--- src/rtl/uart_rx.sv ---
// uart_rx: 16x-oversampled UART receiver.
// Frame: start(0), 8 data bits LSB first, parity, stop(1).
// Optional feature macro UART_RX_OVERRUN_EN: adds rx_ack/overrun and makes
// rx_valid a level that is held until acknowledged.
module uart_rx #(
  parameter int CLK_FREQ  = 50000000,
  parameter int BAUD_RATE = 9600,
  parameter int OVS       = 16
) (
  input  logic       clk,
  input  logic       reset,
  input  logic       rx_in,
  input  logic       p_sel,
`ifdef UART_RX_OVERRUN_EN
  input  logic       rx_ack,
  output logic       overrun,
`endif
  output logic [7:0] rx_data,
  output logic       rx_valid,
  output logic       parity_err,
  output logic       frame_err,
  output logic       busy
);

  localparam int DIV = CLK_FREQ / (BAUD_RATE * OVS);
  localparam int TICK_W = (DIV > 1) ? $clog2(DIV) : 1;
  localparam logic [TICK_W-1:0] TICK_MAX = TICK_W'(DIV - 1);

  typedef enum logic [2:0] {
    S_IDLE,
    S_START,
    S_DATA,
    S_PARITY,
    S_STOP,
    S_BREAK
  } state_t;

  state_t            state_q, state_d;
  logic [1:0]        sync_q, sync_d;
  logic [TICK_W-1:0] tick_cnt_q, tick_cnt_d;
  logic [3:0]        cnt_q, cnt_d;
  logic [2:0]        bit_idx_q, bit_idx_d;
  logic [7:0]        shift_q, shift_d;
  logic              par_bad_q, par_bad_d;
  logic [7:0]        rx_data_q, rx_data_d;
  logic              rx_valid_q, rx_valid_d;
  logic              parity_err_q, parity_err_d;
  logic              frame_err_q, frame_err_d;
`ifdef UART_RX_OVERRUN_EN
  logic              overrun_q, overrun_d;
`endif
  logic              rx_s;
  logic              tick;
  logic              frame_done;

  assign rx_s       = sync_q[1];
  assign tick       = (tick_cnt_q == TICK_MAX);
  assign busy       = (state_q != S_IDLE);
  assign rx_data    = rx_data_q;
  assign rx_valid   = rx_valid_q;
  assign parity_err = parity_err_q;
  assign frame_err  = frame_err_q;
`ifdef UART_RX_OVERRUN_EN
  assign overrun    = overrun_q;
`endif

  // Two-flop synchronizer input and free-running oversample tick divider.
  always_comb begin
    sync_d     = {sync_q[0], rx_in};
    tick_cnt_d = tick ? '0 : tick_cnt_q + 1'b1;
  end

  // Frame FSM: every decision is taken on an oversample tick using rx_s.
  always_comb begin
    state_d      = state_q;
    cnt_d        = cnt_q;
    bit_idx_d    = bit_idx_q;
    shift_d      = shift_q;
    par_bad_d    = par_bad_q;
    rx_data_d    = rx_data_q;
    parity_err_d = parity_err_q;
    frame_err_d  = frame_err_q;
    frame_done   = 1'b0;
    if (tick) begin
      unique case (state_q)
        S_IDLE: begin
          if (!rx_s) begin
            state_d = S_START;
            cnt_d   = 4'd0;
          end
        end
        S_START: begin
          // Mid-bit check rejects glitches shorter than half a bit.
          if (cnt_q == 4'd7) begin
            cnt_d     = 4'd0;
            bit_idx_d = 3'd0;
            state_d   = rx_s ? S_IDLE : S_DATA;
          end else begin
            cnt_d = cnt_q + 4'd1;
          end
        end
        S_DATA: begin
          if (cnt_q == 4'd15) begin
            shift_d   = {rx_s, shift_q[7:1]};
            cnt_d     = 4'd0;
            bit_idx_d = bit_idx_q + 3'd1;
            if (bit_idx_q == 3'd7) state_d = S_PARITY;
          end else begin
            cnt_d = cnt_q + 4'd1;
          end
        end
        S_PARITY: begin
          if (cnt_q == 4'd15) begin
            par_bad_d = (^shift_q) ^ rx_s ^ p_sel;
            cnt_d     = 4'd0;
            state_d   = S_STOP;
          end else begin
            cnt_d = cnt_q + 4'd1;
          end
        end
        S_STOP: begin
          if (cnt_q == 4'd15) begin
            frame_done   = 1'b1;
            rx_data_d    = shift_q;
            parity_err_d = par_bad_q;
            frame_err_d  = ~rx_s;
            cnt_d        = 4'd0;
            state_d      = rx_s ? S_IDLE : S_BREAK;
          end else begin
            cnt_d = cnt_q + 4'd1;
          end
        end
        S_BREAK: begin
          // Wait for the line to return high before hunting for a new start.
          if (rx_s) state_d = S_IDLE;
        end
        default: state_d = S_IDLE;
      endcase
    end
  end

  // Valid/overrun handshake toward the parallel side.
  always_comb begin
`ifdef UART_RX_OVERRUN_EN
    rx_valid_d = rx_valid_q;
    overrun_d  = overrun_q;
    if (frame_done) begin
      // A completion beats a simultaneous acknowledge.
      rx_valid_d = 1'b1;
      if (!rx_ack) overrun_d = overrun_q | rx_valid_q;
    end else if (rx_ack) begin
      rx_valid_d = 1'b0;
      overrun_d  = 1'b0;
    end
`else
    rx_valid_d = frame_done;
`endif
  end

  // State register; reset wins over everything, synchronizer idles high.
  always_ff @(posedge clk) begin
    if (reset) begin
      state_q      <= S_IDLE;
      sync_q       <= 2'b11;
      tick_cnt_q   <= '0;
      cnt_q        <= 4'd0;
      bit_idx_q    <= 3'd0;
      shift_q      <= 8'd0;
      par_bad_q    <= 1'b0;
      rx_data_q    <= 8'd0;
      rx_valid_q   <= 1'b0;
      parity_err_q <= 1'b0;
      frame_err_q  <= 1'b0;
`ifdef UART_RX_OVERRUN_EN
      overrun_q    <= 1'b0;
`endif
    end else begin
      state_q      <= state_d;
      sync_q       <= sync_d;
      tick_cnt_q   <= tick_cnt_d;
      cnt_q        <= cnt_d;
      bit_idx_q    <= bit_idx_d;
      shift_q      <= shift_d;
      par_bad_q    <= par_bad_d;
      rx_data_q    <= rx_data_d;
      rx_valid_q   <= rx_valid_d;
      parity_err_q <= parity_err_d;
      frame_err_q  <= frame_err_d;
`ifdef UART_RX_OVERRUN_EN
      overrun_q    <= overrun_d;
`endif
    end
  end

endmodule

--- config.mk ---
export PLATFORM = sky130hd
export DESIGN_NAME = uart_rx
export DESIGN_NICKNAME = d
export VERILOG_FILES = /design/src/rtl/uart_rx.sv
export SDC_FILE = /design/constraint.sdc
export NUM_CORES = 1
export LEC_CHECK = 0
export CAP_MARGIN = 30
export CORE_AREA = 8 8 99 65
export CTS_BUF_LIST = sky130_fd_sc_hd__clkbuf_4 sky130_fd_sc_hd__clkbuf_8 sky130_fd_sc_hd__clkbuf_16
export DETAILED_ROUTE_END_ITERATION = 8
export DIE_AREA = 0 0 107 73
export DONT_BUFFER_PORTS = 1
export GPL_TIMING_DRIVEN = 0
export PLACE_DENSITY = 0.53
export REMOVE_ABC_BUFFERS = 1
export SYNTH_ARGS = -nofsm -noshare
export SYNTH_HDL_FRONTEND = slang
export SYNTH_SLANG_ARGS = --single-unit
export TNS_END_PERCENT = 10
--- constraint.sdc ---
create_clock -name clk -period 5.47 [get_ports clk]
set_clock_uncertainty 0.1 [all_clocks]
set_input_delay 0.547 -clock clk [delete_from_list [all_inputs] [get_ports clk]]
set_output_delay 0.547 -clock clk [all_outputs]
set_load 0.1 [all_outputs]
# Word level (Yosys, flattened, before mapping)
# Cells that the tools add are included.
dict set report word_totals {
  regBits 41
  latch_bits 0
  mem_bits_rw 0
  rom_bits 0
  out_inout_bits 12
  word_cells 67
  n_memories 0
}
dict set report op_classes {
  add_sub_neg 3
  n_mul 0
  div 0
  order_cmp 0
  eq_ne 16
  shifts 0
  muxes 18
  bitwise 5
  n_reduce_logical 14
}
# operator n
set op_table {}
lappend op_table {{3-bit 2-to-1 mux} 10}
lappend op_table {{3-bit one-hot mux with 6 select lines} 1}
lappend op_table {{2-bit != test, second input constant} 7}
lappend op_table {{4-bit 2-to-1 mux} 3}
lappend op_table {{4-bit one-hot mux with 3 select lines} 1}
lappend op_table {{3-bit AND reduction} 4}
lappend op_table {{9-bit by 1-bit adder with 9-bit output, second input constant} 1}
lappend op_table {{3-bit == test, second input constant} 3}
lappend op_table {{9-bit == test, second input constant} 1}
lappend op_table {{8-bit AND reduction} 1}
lappend op_table {{8-bit parity} 1}
lappend op_table {{3-bit by 2-bit == test with 1-bit output, second input constant} 2}
lappend op_table {{3-bit one-hot mux with 2 select lines} 1}
lappend op_table {{3-bit nonzero test} 2}
lappend op_table {{3-bit OR reduction} 2}
lappend op_table {{4-bit by 1-bit adder with 4-bit output, second input constant} 1}
lappend op_table {{4-bit by 3-bit == test with 1-bit output, second input constant} 1}
lappend op_table {{4-bit == test, second input constant} 1}
lappend op_table {{4-bit AND reduction} 1}
lappend op_table {{3-bit by 1-bit adder with 3-bit output, second input constant} 1}
lappend op_table {{3-bit by 1-bit == test with 1-bit output, second input constant} 1}
lappend op_table {{3-bit zero test} 1}
lappend op_table {{1-bit NOT} 3}
lappend op_table {{2-bit 2-to-1 mux} 1}
lappend op_table {{other kinds (4)} 5}

# Depth between registers and ports, before layout
# Gate-level depths: netlist of the first run.
dict set report logic_depth {
  word_depth 4
  depth_mapped 8
  ltp_nobuf 6
}

# Worst setup path after synthesis of the first run
# Ideal clock, no wire load.
dict set report synth_timing {
  path_type {register to output}
  startpoint {register state_q[1]}
  endpoint {output port busy}
  arrival_ns 1.196
  required_time_ns 4.823
  setup_slack_ns 3.627
  stages_incl_launch_ff 4
  path_buffers 1
  cell_sequence {dfxtp_1 > buf_2 > nor3_1 > inv_1}
}
dict set report synth_via {
  elab_chain_len 1
}
# item line
set synth_rtl {}
lappend synth_rtl {{start, declared} 38} ;# state_t state_q, state_d;
lappend synth_rtl {{start signal, assigned} 178} ;# state_q <= state_d;
lappend synth_rtl {{3-bit nonzero test} 58} ;# assign busy = (state_q != S_IDLE);
lappend synth_rtl {{end, declared} 22} ;# output logic busy
# No other way between the ends.

# Worst setup path in the final report of the first run
dict set report layout_timing {
  startpoint {register state_q[2]}
  endpoint {register frame_err_q (netlist: frame_err)}
}
dict set report layout_via {
  elab_chain_len 2
}
# item line
set layout_rtl {}
lappend layout_rtl {{3-bit == test} 85} ;# unique case (state_q)
lappend layout_rtl {{3-bit AND reduction (no line)} -}
lappend layout_rtl {{end signal, assigned} 188} ;# frame_err_q <= frame_err_d;
lappend layout_rtl {{end, declared} 48} ;# logic frame_err_q, frame_err_d;
# No other way between the ends.
# A chain may end at the register's enable or synchronous reset.

==> flow_summary.yaml, run 1 <==
outcome:
  status: "finished clean"
drt:
  ant_nets: 0
  wl_met2_um: 1670
  vias: 1393
  drc_errors: 0
  drt_iter0_drc: 59
  viasPerCell: 5.30
  wl_met3_um: 182
  drt-pass1-iter-count: 4
  postRouteWirelength_um: 3770
  dr.max_layer_used: "met4"
  routedLengthMet1_um: 1850
  wl_per_cell_um: 14.3
yosys:
  synth-xor-area-share_pct: 7.98
  synth_fa_ha_area_share_pct: 3.24
  synth-simple-area-share_pct: 23.7
  avgSynthCellArea_sq_um: 9.64
  muxShareOfSynthArea_pct: 8.83
  synth_cell_type_count: 46
  yosysSeqAreaShare_pct: 42.6
  synth-compound-area-share_pct: 9.73
  async_flop_share_pct: 0
  synth_edf_count: 0
  synth_seq_cells: 41
  netlist_area_sq_um: 1930
  netlist_instances: 200
  synth_top_family_by_area: "simple AND/OR/NAND/NOR gates"
  synth_ff_type: "dfxtp_1"
  synth_warnings: 0
pwr:
  power.leakage_nw: 0.830
  p_int_mw: 0.410
  switching_share_pct: 22.6
  pwr-share-comb_pct: 4.3
  p_seq_share_pct: 58.0
  pwr-share-clk_pct: 37.6
  netSwitchingPower_mw: 0.119
  power_density_nw_per_um2: 259
  vdd_drop_max_v: 0.000109
timing:
  fin_crit_ps: 2540
  finalSetupTns_ps: 0
  rsz0062_at_grt: "false"
  hold_viol: 0
  slew_headroom_pct: 34.2
  setup_viol: 0
  max_freq_ghz: 0.393
  worst_slew_pin_slew_ps: 985
  final_max_slew_viol_count: 0
  setup_slack_ps: 2930
  post-route-period-util_pct: 46.5
  finalHoldWorstSlack_ps: 222
global_route:
  grt_pass1_wl_um: 6510
  grt_max_degree: 32
  grt_usage_pct: 10.4
  overflow: 0
  grt_pass1_vias: 1342
  grt_antenna_before_repair: 0
setup_path:
  critical_path.startpoint: "state_q[2]"
  slowest_delay_ps: 690
  ff2ff_path_depth: 4
  worst-setup-path-type: "flop to flop"
  cp-start-kind: "flop"
  crit_required_ps: 5590
  cp_slowest_cell: "nand4_1"
  rrSetupSlack_ps: 2930
  arrival_ps: 2670
  crit_chain: "nor3b_1, nand4_1, or2_2, a21oi_1"
  crit_path_end: "frame_err"
  reg2reg_from: "state_q[2]"
  reg2reg_to: "frame_err"
  end_kind: "flop"
  cp_max_fo: 13
floorplan:
  initial_utilization_pct: 39.1
  num_io_pins: 16
  core-area_sq_um: 4930
  rows: 20
  die_area_sq_um: 7810
  chipHeight_um: 73
  die-width_um: 107
finish:
  drive_gt1_share_pct: 7.61
  final-instance-count-excl-fill: 263
  fill_cells: 469
  register_area_sq_um: 821
  layout-area-overhead-vs-synth_pct: 5.78
  diodes: 0
  nets: 206
  multiInputGateArea_sq_um: 1030
placed_design:
  dpl.hpwl_um: 2760
  io_buffers: 0
  gp_congestion: 0.752
  dp_cells: 256
  dp_worst_setup_slack_ps: 2930
cts:
  clk_pin_slew_ps: 80
  clkLatencyLatePin_ps: 290
  cts_max_path_buffers: 2
  root_buffer: "clkbuf_8"
  hold_buffers: 0
  cts_buffers: 5
  cts_tree: "done"
  cts_sinks: 41
  post_cts.repair.setup_buffers: 0
  cts_resized: 0
  htreeDepth: 2
min_path:
  hold_class: "primary input to flop"
job:
  maxCapViolations: 0
## metal layers
metal,vias up,GRT usage (%)
met5,-,0
met3,8,3.62
met4,0,4.65
met1,657,13.1
li1,700,-
met2,28,15.5
## final cells by class
type                            count  area share, %
Clock buffer                        6           4.05
Clock inverter                      1          0.368
Inverter                            4          0.736
Multi-Input combinational cell    145           50.6
Sequential cell                    41           40.2
Tap cell                           66           4.05
## worst max-delay path, delay by kind of cell (launching register included)
kind | cells | cell delay (ps)
AND/OR/NAND/NOR | 3 | 1670
flip-flops | 1 | 580
AO/OA/AOI/OAI | 1 | 140
## cell usage in the layout, fill, tap and decap left out, types with 3 or more instances in the layout
cell,netlist,layout
nor2_1,29,29
inv_1,4,4
mux2i_1,17,17
nor3b_1,3,3
clkbuf_8,0,6
or2_2,3,3
or4b_1,3,3
o21ai_0,5,5
dfxtp_1,41,41
nand4_1,3,3
a21oi_1,10,10
nand3_1,5,5
xnor2_1,11,11
nand2_1,9,9
xor2_1,4,4
ha_1,5,5
or4_1,3,3
nor3_1,4,4
## Yosys cell counts (2+ instances only)
cell type / n / share of area (%)
a21oi_1: 10 / 2.6
and3_1: 2 / 0.65
and4bb_1: 2 / 1.3
buf_2: 4 / 1.0
buf_6: 2 / 1.2
clkbuf_1: 3 / 0.58
dfxtp_1: 41 / 43
ha_1: 5 / 3.2
inv_1: 4 / 0.78
mux2i_1: 17 / 8.8
nand2_1: 9 / 1.8
nand3_1: 5 / 1.3
nand4_1: 3 / 0.97
nor2_1: 29 / 5.6
nor2b_1: 2 / 0.65
nor3_1: 4 / 1.0
nor3b_1: 3 / 1.2
o21ai_0: 5 / 1.3
o21ba_2: 2 / 1.0
o31ai_1: 2 / 0.78
o41ai_1: 2 / 0.91
or2_2: 3 / 0.97
or4_1: 3 / 1.2
or4b_1: 3 / 1.6
xnor2_1: 11 / 5.0
xor2_1: 4 / 1.8
## power by group through the flow
stage / Clock [mW] / Sequential (mW) / Combinational [mW]
3_5_place_dp: 0 / 0.314 / 0.0232
2_1_floorplan: 0 / 0.312 / 0.0194
6_report: 0.199 / 0.307 / 0.0230
4_1_cts: 0.206 / 0.307 / 0.0232
3_3_place_gp: 0 / 0.313 / 0.0219
5_1_grt: 0.222 / 0.308 / 0.0255
## through the flow
stage	power [mW]	utilization, %	cell area (sq um)
floorplan	0.331	-	1870
global placement	0.335	39.5	1950
detailed placement	0.337	39.5	1950
CTS	0.536	41.4	2040
global route	0.555	41.4	2040
finish	0.529	41.4	2040
## flip-flops by register name, indices dropped and copies added, names as in the netlist, 2 cells and up
register,cells
sync_q,2
state_q,3
rx_data,8
shift_q,8
cnt_q,4
tick_cnt_q,9
bit_idx_q,3
## how the worst min path moves through the flow
stage               startpoint         end  slack, ps  cells after the start
global placement     sync_q[0]   sync_q[1]        290                      1
global route             reset  shift_q[0]        200                      1
detailed placement   sync_q[0]   sync_q[1]        300                      1
finish                   reset  rx_data[5]        220                      1
floorplan            sync_q[0]   sync_q[1]        290                      1
CTS                      reset  rx_data[0]        210                      1
## kinds of logic after synthesis
logic type	after synthesis
simple gates	80
flops	41
xor+xnor	16
mux	17
compound gates	27
buf+inv	14
fa+ha+maj	5
No activity file was read; power rests on OpenSTA's default activity.
==> run 2, diff against run 1 <==
--- a/config.mk
+++ b/config.mk
@@ -12,7 +12,7 @@
 export DIE_AREA = 0 0 107 73
 export DONT_BUFFER_PORTS = 1
 export GPL_TIMING_DRIVEN = 0
-export PLACE_DENSITY = 0.53
+export PLACE_DENSITY = 0.55
 export REMOVE_ABC_BUFFERS = 1
 export SYNTH_ARGS = -nofsm -noshare
 export SYNTH_HDL_FRONTEND = slang
==> constraint.sdc (replaced) <==
create_clock -name clk -period 2.1 [get_ports clk]
set_clock_uncertainty 0.1 [all_clocks]
set_input_delay 0.21 -clock clk [delete_from_list [all_inputs] [get_ports clk]]
set_output_delay 0.21 -clock clk [all_outputs]
set_load 0.1 [all_outputs]
==> run 2 against run 1 <==
  * The flow now finishes with violations (hold timing)
  * Non-clock buffer count rose by 7
  * Critical endpoint is now state_q[1]
  * Global-route usage up 0.14 points
  * Clock power grew to 2.6 times the previous value
  * Maximum frequency is 28% higher
  * Largest cell class unchanged
  * Utilization grew 1.3 points
==> flow_summary.yaml, run 2 (same netlist as run 1, synthesis figures left out) <==
cts:
  clk_pin_slew_ps: 80
  htreeDepth: 2
  cts_buffers: 5
  cts_max_path_buffers: 2
  root_buffer: "clkbuf_8"
  hold_buffers: 4
  clkLatencyLatePin_ps: 290
  cts_tree: "done"
  cts_sinks: 41
timing:
  max_freq_ghz: 0.505
  rsz0062_at_grt: "false"
  setup_slack_ps: 120
  post-route-period-util_pct: 94.3
  setup_viol: 0
  slew_headroom_pct: 32.7
  worst_slew_pin_slew_ps: 1010
  fin_crit_ps: 1980
  hold_viol: 27
  final_max_slew_viol_count: 0
  finalHoldWorstSlack_ps: -125
  finalSetupTns_ps: 0
setup_path:
  worst-setup-path-type: "flop to flop"
  end_kind: "flop"
  cp-start-kind: "flop"
  cp_max_fo: 7
  ff2ff_path_depth: 5
  crit_required_ps: 2220
  arrival_ps: 2100
global_route:
  use_met1_pct: 12.8
  grt_pass1_wl_um: 6600
  grt_antenna_before_repair: 0
  grt_max_degree: 32
  grt_usage_pct: 10.5
  gr-usage-met3_pct: 3.44
  grt_pass1_vias: 1442
  grt-busiest-layer: "met2"
  grtUsageMet2_pct: 16.8
  overflow: 0
drt:
  ant_nets: 0
  vias: 1417
  drc_errors: 0
  postRouteWirelength_um: 3820
  wl_per_cell_um: 14.1
  viasPerCell: 5.23
  drt_iter0_drc: 82
  drt-pass1-iter-count: 4
pwr:
  power_density_nw_per_um2: 656
  vdd_drop_max_v: 0.000295
  power.leakage_nw: 0.859
finish:
  fin_util_pct: 42.7
  fill_cells: 467
  mostFrequentLayoutCell: "dfxtp_1"
  layout-area-overhead-vs-synth_pct: 9.21
  drive_gt1_share_pct: 11.2
  diodes: 0
  nets: 213
  layout_common_cells: "38 x dfxtp_1, 29 x nor2_1, 17 x mux2i_1"
  largest_reg_flops: 9
  top_register: "tick_cnt_q"
  final_cell_area_sq_um: 2110
placed_design:
  dpl.hpwl_um: 2740
  dp_worst_setup_slack_ps: -343
  io_buffers: 0
  dpl_cell_area_sq_um: 1950
  gp_congestion: 0.803
floorplan:
  initial_utilization_pct: 39.1
  rows: 20
  core-area_sq_um: 4930
  chipHeight_um: 73
  die-width_um: 107
  num_io_pins: 16
  die_area_sq_um: 7810
min_path:
  worstHoldPathCells: 1
  hold_class: "primary input to flop"
job:
  maxCapViolations: 0
outcome:
  status: "finished, violations left"
  violations: "hold timing"
-- run 2: where the power goes --
group          switching (mW)  leakage (nW)  internal, mW
sequential             0.0142         0.333         0.785
combinational          0.0379         0.481        0.0251
clock                   0.283        0.0445         0.236
-- run 2: area by class of cell --
type	count	area, sq um	share of cell area [%]
repair buffers	7	62.6	2.97
well taps	66	82.6	3.92
clock buffers	5	68.8	3.27
inverters	4	15.0	0.713
multi-input cells	145	1030	49.0
flip-flops and latches	41	825	39.2
clock inverters	3	21.3	1.01
-- run 2: worst max-delay path: stages, from the launching register on --
cell and delay [ps]:
dfxtp_1 390, ha_1 220, and3_1 270, o21ba_2 240, or4_1 530, a31oi_1 170
-- run 2: per-stage QoR --
stage,instances,total power [mW],hold WS [ps]
final,271,1.38,-125
after floorplan,190,0.863,179
after global placement,256,0.873,185
after detailed placement,256,0.877,186
after global routing,271,1.45,-146
after CTS,270,1.40,-134
-- run 2: metal layers --
layer  vias to the layer above  part of all wire [%]
li1                        718                     -
met1                       676                    50
met2                        18                    45
met3                         5                   4.0
met4                         0                   1.1
met5                         -                     0
-- run 2: what timing repair did --
item,4_1_cts,5_1_grt
setup buffers,2,1
endpoints found under the setup margin,10,14
hold endpoints to repair,30,27
gates resized for setup,0,4
pin swaps,1,1
-- run 2: worst paths after layout --
| path | slack [ps] | from | endpoint |
|---|---|---|---|
| worst max-delay path | 120 | cnt_q[0] | state_q[1] |
| worst min-delay path | -120 | reset | rx_data[6] |
| worst max register to register | 120 | cnt_q[0] | state_q[1] |
| worst min register to register | 380 | cnt_q[1] | cnt_q[1] |
